[config.mk]
export PLATFORM = sky130hd
export DESIGN_NAME = load_store_unit
export DESIGN_NICKNAME = d
export VERILOG_FILES = /design/src/rtl/load_store_unit.sv
export SDC_FILE = /design/constraint.sdc
export NUM_CORES = 1
export LEC_CHECK = 0
export BUFFER_PORTS_ARGS = -buffer_cell sky130_fd_sc_hd__buf_2
export CAP_MARGIN = 10
export CORE_MARGIN = 2
export CORE_UTILIZATION = 30
export CTS_BUF_LIST = sky130_fd_sc_hd__clkbuf_8
export CTS_CLUSTER_DIAMETER = 40
export DETAILED_ROUTE_END_ITERATION = 7
export GPL_TIMING_DRIVEN = 0
export PLACE_DENSITY = 0.59
export SYNTH_ARGS = -nofsm -noshare
export SYNTH_HDL_FRONTEND = slang
export SYNTH_SLANG_ARGS = --single-unit
[constraint.sdc]
create_clock -name clk -period 2 [get_ports clk]
set_input_delay 0 -clock clk [delete_from_list [all_inputs] [get_ports clk]]
set_output_delay 0 -clock clk [all_outputs]
set_load 0.02 [all_outputs]
[src/rtl/load_store_unit.sv]
// Load/store unit: memory-stage bridge between the execute stage and a word-organised data
// memory. Accepts one request at a time, issues a word-aligned, byte-enabled access with a
// req/ack handshake, formats load data for write-back and stalls the pipeline while busy.
// Misaligned or illegal requests and memory timeouts complete with resp_err set.
//
// Ports:
//   clk, rst          clock (rising edge), asynchronous active-low reset
//   req_valid/ready   request handshake from/to the pipeline
//   req_we, req_op    1 = store / 0 = load, RV32I funct3
//   req_addr, wdata   byte address and store data (RS2)
//   resp_valid        one-cycle response pulse; resp_rdata/resp_err hold until the next one
//   stall             high whenever the unit is not idle
//   mem_req/we/addr/wdata/be   memory request, held stable until mem_ack or timeout
//   mem_ack, mem_rdata         memory completion; read data valid with ack
module load_store_unit #(
  parameter int unsigned WIDTH   = 32,  // only 32 is supported
  parameter int unsigned TIMEOUT = 16   // 1..255 cycles waiting for mem_ack
) (
  input  logic             clk,
  input  logic             rst,
  input  logic             req_valid,
  output logic             req_ready,
  input  logic             req_we,
  input  logic [2:0]       req_op,
  input  logic [WIDTH-1:0] req_addr,
  input  logic [WIDTH-1:0] req_wdata,
  output logic             resp_valid,
  output logic [WIDTH-1:0] resp_rdata,
  output logic             resp_err,
  output logic             stall,
  output logic             mem_req,
  output logic             mem_we,
  output logic [WIDTH-1:0] mem_addr,
  output logic [WIDTH-1:0] mem_wdata,
  output logic [3:0]       mem_be,
  input  logic             mem_ack,
  input  logic [WIDTH-1:0] mem_rdata
);

  localparam logic [7:0] TimeoutLast = 8'(TIMEOUT - 1);

  // funct3 encodings
  localparam logic [2:0] OpB  = 3'b000;
  localparam logic [2:0] OpH  = 3'b001;
  localparam logic [2:0] OpW  = 3'b010;
  localparam logic [2:0] OpBu = 3'b100;
  localparam logic [2:0] OpHu = 3'b101;

  typedef enum logic [1:0] {
    StIdle,
    StWait,
    StResp
  } state_e;

  state_e     state_q;
  logic [2:0] op_q;       // funct3 of the access in flight
  logic [1:0] lane_q;     // byte offset within the word
  logic       we_q;
  logic [7:0] cnt_q;      // cycles spent in StWait

  // ---------------------------------------------------------------------------------------------
  // Request decode helpers
  // ---------------------------------------------------------------------------------------------

  // Loads allow B/H/W/BU/HU; stores allow only B/H/W.
  function automatic logic is_illegal(input logic we, input logic [2:0] op);
    logic ill;
    if (we) begin
      ill = (op > OpW);
    end else begin
      ill = (op == 3'b011) || (op == 3'b110) || (op == 3'b111);
    end
    return ill;
  endfunction

  // Only meaningful for legal ops; op[1:0] distinguishes byte/half/word for loads and stores.
  function automatic logic is_misaligned(input logic [2:0] op, input logic [1:0] lane);
    logic mis;
    case (op[1:0])
      2'b01:   mis = lane[0];
      2'b10:   mis = (lane != 2'b00);
      default: mis = 1'b0;
    endcase
    return mis;
  endfunction

  function automatic logic [3:0] byte_enables(input logic [2:0] op, input logic [1:0] lane);
    logic [3:0] be;
    case (op[1:0])
      2'b00:   be = 4'b0001 << lane;
      2'b01:   be = lane[1] ? 4'b1100 : 4'b0011;
      default: be = 4'b1111;
    endcase
    return be;
  endfunction

  // Replicate the store operand across all lanes so the byte enables alone pick the target.
  function automatic logic [WIDTH-1:0] store_data(input logic [2:0] op,
                                                  input logic [WIDTH-1:0] wdata);
    logic [WIDTH-1:0] d;
    case (op[1:0])
      2'b00:   d = {4{wdata[7:0]}};
      2'b01:   d = {2{wdata[15:0]}};
      default: d = wdata;
    endcase
    return d;
  endfunction

  function automatic logic [WIDTH-1:0] load_format(input logic [2:0] op, input logic [1:0] lane,
                                                   input logic [WIDTH-1:0] word);
    logic [7:0]       b;
    logic [15:0]      h;
    logic [WIDTH-1:0] d;
    case (lane)
      2'b00:   b = word[7:0];
      2'b01:   b = word[15:8];
      2'b10:   b = word[23:16];
      default: b = word[31:24];
    endcase
    h = lane[1] ? word[31:16] : word[15:0];
    case (op)
      OpB:     d = {{24{b[7]}}, b};
      OpH:     d = {{16{h[15]}}, h};
      OpBu:    d = {24'b0, b};
      OpHu:    d = {16'b0, h};
      default: d = word;
    endcase
    return d;
  endfunction

  logic req_bad;
  assign req_bad = is_illegal(req_we, req_op) || is_misaligned(req_op, req_addr[1:0]);

  // ---------------------------------------------------------------------------------------------
  // FSM with registered outputs
  // ---------------------------------------------------------------------------------------------
  always_ff @(posedge clk or negedge rst) begin
    if (!rst) begin
      state_q    <= StIdle;
      op_q       <= 3'b000;
      lane_q     <= 2'b00;
      we_q       <= 1'b0;
      cnt_q      <= 8'd0;
      resp_valid <= 1'b0;
      resp_rdata <= '0;
      resp_err   <= 1'b0;
      mem_req    <= 1'b0;
      mem_we     <= 1'b0;
      mem_addr   <= '0;
      mem_wdata  <= '0;
      mem_be     <= 4'b0000;
    end else begin
      unique case (state_q)
        StIdle: begin
          if (req_valid) begin
            op_q   <= req_op;
            lane_q <= req_addr[1:0];
            we_q   <= req_we;
            cnt_q  <= 8'd0;
            if (req_bad) begin
              // Rejected requests never touch memory.
              state_q    <= StResp;
              resp_valid <= 1'b1;
              resp_err   <= 1'b1;
              resp_rdata <= '0;
            end else begin
              state_q   <= StWait;
              mem_req   <= 1'b1;
              mem_we    <= req_we;
              mem_addr  <= {req_addr[WIDTH-1:2], 2'b00};
              mem_wdata <= store_data(req_op, req_wdata);
              mem_be    <= byte_enables(req_op, req_addr[1:0]);
            end
          end
        end

        StWait: begin
          // An ack on the final allowed cycle still wins over the timeout.
          if (mem_ack) begin
            state_q    <= StResp;
            mem_req    <= 1'b0;
            mem_we     <= 1'b0;
            resp_valid <= 1'b1;
            resp_err   <= 1'b0;
            resp_rdata <= we_q ? '0 : load_format(op_q, lane_q, mem_rdata);
          end else if (cnt_q == TimeoutLast) begin
            state_q    <= StResp;
            mem_req    <= 1'b0;
            mem_we     <= 1'b0;
            resp_valid <= 1'b1;
            resp_err   <= 1'b1;
            resp_rdata <= '0;
          end else begin
            cnt_q <= cnt_q + 8'd1;
          end
        end

        StResp: begin
          // mem_ack here (e.g. a late one after a timeout) is deliberately ignored.
          state_q    <= StIdle;
          resp_valid <= 1'b0;
        end

        default: begin
          state_q    <= StIdle;
          resp_valid <= 1'b0;
          mem_req    <= 1'b0;
          mem_we     <= 1'b0;
        end
      endcase
    end
  end

  // Ready is gated by reset so it reads 0 while rst is held low.
  assign req_ready = rst && (state_q == StIdle);
  assign stall     = (state_q != StIdle);

  // ---------------------------------------------------------------------------------------------
  // Protocol invariants
  // ---------------------------------------------------------------------------------------------
  a_req_only_in_wait : assert property (@(posedge clk) disable iff (!rst)
    mem_req |-> (state_q == StWait));

  a_resp_single_pulse : assert property (@(posedge clk) disable iff (!rst)
    resp_valid |=> !resp_valid);

  a_mem_stable : assert property (@(posedge clk) disable iff (!rst)
    (mem_req && !mem_ack && (cnt_q != TimeoutLast)) |=>
      (mem_req && $stable(mem_addr) && $stable(mem_be) && $stable(mem_wdata) && $stable(mem_we)));

  a_op_legal_in_flight : assert property (@(posedge clk) disable iff (!rst)
    mem_req |-> !is_illegal(we_q, op_q));

endmodule

**Word level (Yosys, flattened, before mapping)**

Cells that the tools add are included.

- Flip-flop bits (word level): 118
- Input bits: 104
- Output and inout port bits: 106
- Logic and storage cells: 93

- Muxes and demuxes: 38
- $add $sub $neg: 1
- Equality and inequality tests: 19
- Shifts and indexed selects: 1
- Magnitude comparators: 1
- Reduce and logical (&&, ||, !) cells: 18
- Bitwise logic cells: 2

Operators with widths:

| kind | number |
|---|---|
| 2-to-1 mux 32 bit | 5 |
| one-hot mux 32 bit (2 select lines) | 2 |
| one-hot mux 32 bit (4 select lines) | 1 |
| 2-to-1 mux 8 bit | 3 |
| one-hot mux 8 bit (3 select lines) | 1 |
| 2-to-1 mux 16 bit | 1 |
| one-hot mux 8 bit (2 select lines) | 1 |
| == test 3 bit (second input constant) | 4 |
| 2-to-1 mux 1 bit | 12 |
| AND reduction 4 bit | 3 |
| inequality test 2 bit (second input constant) | 5 |
| adder 8 x 1 -> 8 bit (second input constant) | 1 |
| == test 8 x 4 -> 1 bit (second input constant) | 1 |
| 2-to-1 mux 2 bit | 4 |
| one-hot mux 4 bit (2 select lines) | 1 |
| == test 2 x 1 -> 1 bit (second input constant) | 3 |
| == test 2 bit (second input constant) | 3 |
| zero test 2 bit | 3 |
| one-hot mux 1 bit (2 select lines) | 3 |
| one-hot mux 1 bit (3 select lines) | 2 |
| AND reduction 3 bit | 2 |
| nonzero test 2 bit | 3 |
| 2-to-1 mux 4 bit | 1 |
| one-hot mux 2 bit (2 select lines) | 1 |
| 10 further kinds | 14 |

**Longest topological paths before layout**

Gate-level depths: netlist (run 1).

- Depth after elaboration: 8
- Gate-level depth with buffers: 10

**Worst setup path before layout (run 1)**

Ideal clock, no wire load.

- Path kind: register -> register
- Start point: register state_q[0]
- End point: register mem_addr[10]
- Library setup time: 0.125 ns
- Arrival: 1.821 ns
- Slack: 0.054 ns
- Stages on the path, launching flop included: 6
- Required time: 1.875 ns
- Path buffers: 2
- Cells stage by stage: dfrtp_1 > or2_1 > clkbuf_1 > nor4_4 > buf_2 > mux2_2

- Word-level cells in the longest chain between the ends: 2

RTL lines:

| what | line | text |
|---|---|---|
| start, declared | 55 | `state_e state_q;` |
| start signal, assigned | 139 | `state_q <= StIdle;` |
| start signal, assigned | 162 | `state_q <= StResp;` |
| start signal, assigned | 167 | `state_q <= StWait;` |
| zero test 2 bit | 153 | `unique case (state_q)` |
| AND reduction 3 bit (no line) | n/a |  |
| end signal, assigned | 170 | `mem_addr <= {req_addr[WIDTH-1:2], 2'b00};` |
| end, declared | 33 | `output logic [WIDTH-1:0] mem_addr,` |

No other way between the ends.
A chain may end at the register's enable or synchronous reset.

**Worst setup path after layout (run 1)**

- Start point: register cnt_q[0]
- End point: register resp_rdata[14]

- Word-level cells in the longest chain between the ends: 3

RTL lines:

| what | line | text |
|---|---|---|
| start, declared | 59 | `logic [7:0] cnt_q;` |
| start signal, assigned | 194 | `cnt_q <= cnt_q + 8'd1;` |
| == test 8 x 4 -> 1 bit | 186 | `end else if (cnt_q == TimeoutLast) begin` |
| inequality test 3 bit (no line) | n/a |  |
| AND reduction 4 bit (no line) | n/a |  |
| end signal, assigned | 185 | `resp_rdata <= we_q ? '0 : load_format(op_q, lane_q, mem_rdata);` |
| end, declared | 28 | `output logic [WIDTH-1:0] resp_rdata,` |

No other way between the ends.

==> flow_metrics.env, run 1 <==
export IMPL_outcome="finished, final reports clean"
export IMPL_track_usage_pct=18.1
export IMPL_antenna_found_initial=0
export IMPL_reg2reg_to="resp_rdata[14]"
export IMPL_syn_avg_cell_area_um2=11.4
export IMPL_cts_max_path_buffers=2
export IMPL_static_leakage_power_nw=4.00
export IMPL_cp_depth=7
export IMPL_route_vias_total=5073
export IMPL_start_util_pct=30.7
export IMPL_setup_viol=0
export IMPL_final_layout_size_suffix_gt1_share_pct=38.9
export IMPL_yosys_warnings=0
export IMPL_min_path_type="in -> reg"
export IMPL_worstSkewPairLatency_ns=0.42
export IMPL_cts_tree="built"
export IMPL_fp_row_count=49
export IMPL_dieArea_mm2=0.0195
export IMPL_switching_power_mw=4.23
export IMPL_slew_headroom_pct=65.0
export IMPL_p_int_mw=6.40
export IMPL_synthCells=487
export IMPL_start_kind="register"
export IMPL_coreArea_mm2=0.0180
export IMPL_dp_hpwl_mm=11.8
export IMPL_seq_power_share_pct=36.4
export IMPL_synth_seq_area_share_pct=53.4
export IMPL_tightest_slew_ns=0.524
export IMPL_cp_data_required_time_ns=2.31
export IMPL_endpoint_kind="register"
export IMPL_ys_types=53
export IMPL_power_density_mw_per_mm2=1260
export IMPL_cp_slowest_cell="dfrtp_1"
export IMPL_grt_overflow=0
export IMPL_drc=0
export IMPL_r2r_slack_ns=0.07
export IMPL_synth_edf_count=0
export IMPL_wl_per_cell_um=16.8
export IMPL_num_antenna_cells=0
export IMPL_placed_cell_area_mm2=0.00689
export IMPL_first_global_vias=5264
export IMPL_final_util_pct=46.9
export IMPL_synthFlopType="dfrtp_1"
export IMPL_drv_cap=0
export IMPL_gp_congestion=0.816
export IMPL_clock_root_buffer="clkbuf_8"
export IMPL_dr_pass1_iters=4
export IMPL_viasPerCell=4.76
export IMPL_p_sw_share_pct=39.8
export IMPL_grt_setup_unrepaired="no"
export IMPL_dp_cells=925
export IMPL_r2r_worst_path_cells=7
export IMPL_chipHeight_um=140
export IMPL_grt_max_degree=96
export IMPL_grt_pass1_wl_mm=27.8
export IMPL_crit_type="reg -> reg"
export IMPL_finalHoldViolations=0
export IMPL_postRouteWirelength_mm=17.9
export IMPL_drtAntennaViolNets=0
export IMPL_htreeDepth=4
export IMPL_min_path_cells=3
export IMPL_finalCriticalPeriod_ns=1.93
export IMPL_nNetsFinal=933
export IMPL_min_to="op_q[1]"
export IMPL_syn_area_mm2=0.00553
export IMPL_ir_worst_vdd_mv=0.745
export IMPL_cp_top_family="compound AO/OA/AOI/OAI gates"
export IMPL_synth_seq_cells=118
export IMPL_min_delay_start="req_op[1]"
export IMPL_crit_chain="ha_4, nor4b_2, a311oi_1, a211o_1, buf_6, buf_8, a221o_1"
export IMPL_pin_count=210
export IMPL_worst_path_buf_inv=2
export IMPL_initialDrtViolationCount=264
export IMPL_area_delta_synth_final_pct=52.9
export IMPL_finalClockSkew_ns=0.0171
export IMPL_p_clk_share_pct=20.7
export IMPL_r2r_start="cnt_q[0]"
export IMPL_numPortBuffers=207
export IMPL_cts_sink_count=118
export IMPL_die_width_um=140
export IMPL_cp_arrival_ns=2.24
export IMPL_fmax_mhz=518
export IMPL_clk_pin_slew_ns=0.08
export IMPL_fin_worst_hold_slack_ns=0.0525
export IMPL_cp_max_fo=10
export IMPL_setup_tns_ns=0
export IMPL_drv_slew=0
export IMPL_finalCritPeriodShare_pct=96.6
export IMPL_combPwrFrac_pct=43.0
export IMPL_cp_slowest_stage_delay_ns=0.42
export IMPL_instances_no_fill=1065
export IMPL_synthArstFlopShare_pct=100
export IMPL_cts_buffers=17
export IMPL_design_area_mm2=0.00845
-- state kept, by name, indices dropped and copies added (netlist names), 2 cells and up --
signal      flops
cnt_q           8
lane_q          2
mem_addr       30
mem_be          4
mem_wdata      32
op_q            3
resp_rdata     32
state_q         2
-- cell usage after synthesis (all sizes together), types with 2 or more instances --
| cell type | instances | area [um^2] |
|---|---|---|
| nand2b | 24 | 150 |
| nand3 | 3 | 15.0 |
| inv | 21 | 78.8 |
| a22oi | 16 | 120 |
| ha | 5 | 62.6 |
| o31a | 5 | 43.8 |
| a22o | 27 | 236 |
| nor2b | 2 | 12.5 |
| clkbuf | 14 | 52.6 |
| and3 | 2 | 12.5 |
| and2 | 2 | 12.5 |
| a21oi | 24 | 120 |
| dfrtp | 118 | 2950 |
| o21bai | 2 | 15.0 |
| or2 | 2 | 12.5 |
| a31oi | 12 | 75.1 |
| mux2i | 13 | 130 |
| buf | 21 | 140 |
| nor2 | 43 | 169 |
| mux2 | 47 | 529 |
| nand2 | 25 | 96.4 |
| a221o | 6 | 60.1 |
| o21ai | 17 | 85.1 |
| o221ai | 9 | 85.1 |
| or3 | 3 | 23.8 |
| a32o | 3 | 30.0 |
| xor2 | 4 | 35.0 |
| nor4 | 2 | 42.5 |
-- area by class of cell --
class	count	area [um^2]
inverter	21	78.8
buffer	33	213
tap	229	287
clock buffer	21	289
timing repair buffer	319	2190
sequential	118	2950
fill	1707	9580
multi-input combinational	314	2330
clock inverter	10	104
-- repair_timing --
item | CTS | global route
setup endpoints to repair | 82 | 75
buffers inserted | 2 | 1
hold buffers | 107 | 0
endpoints found under the hold margin | 223 | 0
pin swaps | 1 | 2
gates resized for setup | 6 | 16
-- cell usage in the layout (no fill, tap or decap), drive strengths merged, types with 3 or more instances in the layout --
master | synthesis | routed
a221o | 6 | 6
a32o | 3 | 3
mux2 | 47 | 47
or3 | 3 | 3
a31oi | 12 | 12
nor2 | 43 | 43
buf | 21 | 229
nand2 | 25 | 25
clkbuf | 14 | 37
dlygate4sd3 | 0 | 107
nand3 | 3 | 3
o31a | 5 | 5
inv | 21 | 22
dfrtp | 118 | 118
xor2 | 4 | 4
a21oi | 24 | 24
a22oi | 16 | 16
a22o | 27 | 27
clkinv | 0 | 5
o21ai | 17 | 17
nand2b | 24 | 24
mux2i | 13 | 13
ha | 5 | 5
o221ai | 9 | 9
-- power groups by stage --
stage,clock [mW],combinational (mW),sequential (mW)
2_1_floorplan,0,1.69,4.92
3_3_place_gp,0,4.32,3.86
3_5_place_dp,0,4.35,3.87
4_1_cts,2.27,4.53,3.85
5_1_grt,2.37,4.90,3.99
6_report,2.20,4.56,3.86
-- tightest hold or removal path, delay by kind of cell --
kind                   cells  cell delay [ns]
buffers and inverters      2             0.27
multiplexers               1             0.15
-- stage by stage --
stage | setup slack, ns | total power, mW
after detailed placement | -0.330 | 8.22
after floorplan | 0.0544 | 6.62
after global placement | -0.699 | 8.17
final | 0.0683 | 10.6
after CTS | 0.00223 | 10.7
after global routing | 0.0115 | 11.3
-- cells by family (layout without fill, tap and decap cells) --
group	Yosys count	in the layout	share of synthesized area, %
buffers and inverters	56	404	4.91
DFF	118	118	53.4
other	1	2	0.0678
muxes	61	61	12.3
adders and majority gates	5	5	1.13
AOI/OAI and AO/OA	129	129	17.0
xor gates and xnor gates	4	4	0.634
and+or+nand+nor	113	113	10.5
-- routing by layer --
metal | track usage [%] | share of wire (%) | vias up | wire [um]
met5 | 0 | 0 | - | 0
met3 | 5.26 | 5.9 | 10 | 1060
met1 | 21.9 | 42 | 2471 | 7600
met2 | 31.1 | 51 | 170 | 9100
met4 | 5.53 | 0.77 | 0 | 137
li1 | - | - | 2422 | -
-- how the worst max path moves through the flow --
stage | startpoint | end
after floorplan | state_q[0] | mem_addr[10]
final | cnt_q[0] | resp_rdata[14]
after global placement | rst | mem_addr[2]
after global routing | cnt_q[1] | resp_rdata[14]
after CTS | state_q[0] | mem_addr[20]
after detailed placement | state_q[0] | mem_wdata[31]
Power figures use the tool's default switching activity.
==> run 2, diff against run 1 <==
--- a/config.mk
+++ b/config.mk
@@ -13,7 +13,8 @@
 export CTS_CLUSTER_DIAMETER = 40
 export DETAILED_ROUTE_END_ITERATION = 7
 export GPL_TIMING_DRIVEN = 0
-export PLACE_DENSITY = 0.59
+export PLACE_DENSITY = 0.62
+export SLEW_MARGIN = 20
 export SYNTH_ARGS = -nofsm -noshare
 export SYNTH_HDL_FRONTEND = slang
 export SYNTH_SLANG_ARGS = --single-unit
==> flow_metrics.env, run 2 (synthesis results as in run 1) <==
export IMPL_chipHeight_um=140
export IMPL_finalCritPeriodShare_pct=96.2
export IMPL_cp_data_required_time_ns=2.37
export IMPL_setup_tns_ns=0
export IMPL_fmax_mhz=520
export IMPL_numPortBuffers=207
export IMPL_cp_max_fo=10
export IMPL_clk_pin_slew_ns=0.07
export IMPL_finalWorstSetupSlack_ns=0.0763
export IMPL_crit_chain="ha_4, nor4b_2, a311oi_1, a211o_1, buf_6, buf_2, a22o_1"
export IMPL_cts_max_path_buffers=2
export IMPL_dr_pass1_iters=4
export IMPL_drv_slew=0
export IMPL_total_power_mw=10.6
export IMPL_cts_sink_count=118
export IMPL_final_util_pct=46.8
export IMPL_endpoint_kind="register"
export IMPL_finalHoldViolations=0
export IMPL_num_fill_cells=1692
export IMPL_die_width_um=140
export IMPL_cts_tree="built"
export IMPL_outcome="finished, final reports clean"
export IMPL_finalCriticalPeriod_ns=1.92
export IMPL_clock_root_buffer="clkbuf_8"
export IMPL_area_delta_synth_final_pct=52.5
export IMPL_grt_pass1_wl_mm=28.1
export IMPL_start_kind="register"
export IMPL_coreArea_mm2=0.0180
export IMPL_static_leakage_power_nw=4.00
export IMPL_dieArea_mm2=0.0195
export IMPL_grt_max_degree=72
export IMPL_grt_overflow=0
export IMPL_dp_hpwl_mm=12.0
export IMPL_finalClockSkew_ns=0.0120
export IMPL_viasPerCell=4.80
export IMPL_cp_arrival_ns=2.29
export IMPL_crit_type="reg -> reg"
export IMPL_fin_worst_hold_slack_ns=0.0303
export IMPL_start_util_pct=30.7
export IMPL_drv_cap=0
export IMPL_nNetsFinal=932
export IMPL_ir_worst_vdd_mv=0.592
export IMPL_initialDrtViolationCount=260
export IMPL_wl_per_cell_um=16.5
export IMPL_tightest_slew_ns=0.558
export IMPL_htreeDepth=4
export IMPL_power_density_mw_per_mm2=1260
export IMPL_grt_setup_unrepaired="yes"
export IMPL_final_layout_size_suffix_gt1_share_pct=38.8
export IMPL_drtAntennaViolNets=0
export IMPL_layout_common_cells="buf_2 (208), dfrtp_1 (117), dlygate4sd3_1 (105)"
export IMPL_post_place_ws_ns=-0.335
export IMPL_track_usage_pct=18.1
export IMPL_top_regs="mem_wdata (32), resp_rdata (32), mem_addr (30)"
export IMPL_cp_slowest_stage_delay_ns=0.42
export IMPL_pin_count=210
export IMPL_min_path_type="in -> reg"
export IMPL_cp_slowest_cell="dfrtp_1"
export IMPL_cts_buffers=17
export IMPL_first_global_vias=5336
export IMPL_route_vias_total=5116
export IMPL_antenna_found_initial=0
export IMPL_final_common_cell="buf_2"
export IMPL_worstSkewPairLatency_ns=0.44
export IMPL_setup_viol=0
export IMPL_gp_congestion=0.823
export IMPL_drc=0
export IMPL_fp_row_count=49
export IMPL_slew_headroom_pct=62.8
export IMPL_postRouteWirelength_mm=17.5
run 2: final timing paths:
kind,start,to,slack (ns),cells past startpoint
setup / recovery,cnt_q[0],resp_rdata[27],0.08,7
hold / removal,req_op[1],op_q[1],0.03,3
setup reg to reg,cnt_q[0],resp_rdata[27],0.08,7
hold reg to reg,resp_rdata[29],resp_rdata[29],0.50,1
max in group asynchronous,rst,mem_addr[5],1.22,3
min in group asynchronous,rst,resp_rdata[23],0.06,2
run 2: worst max-delay path: cells and delay by family (launching register included):
| kind | cells | cell delay, ns |
|---|---|---|
| compound gates | 3 | 0.72 |
| flops | 1 | 0.42 |
| buf+inv | 2 | 0.38 |
| simple gates | 1 | 0.15 |
| fa+ha+maj | 1 | 0.19 |
run 2: final cells by class:
class | count | area, um^2 | area share [%]
clock inverters | 11 | 108 | 1.28
flip-flops and latches | 118 | 2950 | 35.0
plain buffers | 34 | 224 | 2.66
clock buffers | 21 | 289 | 3.43
well taps | 229 | 287 | 3.40
repair buffers | 317 | 2150 | 25.6
diodes | 1 | 2.50 | 0.0297
multi-input cells | 314 | 2330 | 27.7
inverters | 21 | 78.8 | 0.935
run 2: timing repair:
item	in CTS	in global routing
hold buffers	105	0
hold endpoints to repair	224	0
pin swaps	1	3
setup buffers	1	3
resized for setup	10	13
endpoints found under the setup margin	86	90
run 2: per-stage QoR:
step                cells  cell area (um^2)
finish               1066              8430
global route         1065              8430
CTS                  1063              8370
detailed placement    925              6890
global placement      924              6850
floorplan             488              5530
run 2: per-layer routing:
| layer | up-vias | routed length (um) | GRT usage, % | share of wire, % |
|---|---|---|---|---|
| met4 | 0 | 319 | 6.00 | 1.8 |
| met2 | 190 | 8600 | 30.1 | 49 |
| met1 | 2471 | 7460 | 22.4 | 43 |
| met3 | 25 | 1170 | 5.61 | 6.7 |
| li1 | 2430 | - | - | - |
| met5 | - | 0 | 0 | 0 |
run 2: report_power, final:
part / leakage (nW) / switching, mW / internal [mW] / total (mW)
Sequential: 1.45 / 0.554 / 3.32 / 3.87
Combinational: 2.34 / 2.68 / 1.86 / 4.54
Clock: 0.215 / 0.991 / 1.22 / 2.21
Total: 4.00 / 4.23 / 6.40 / 10.6
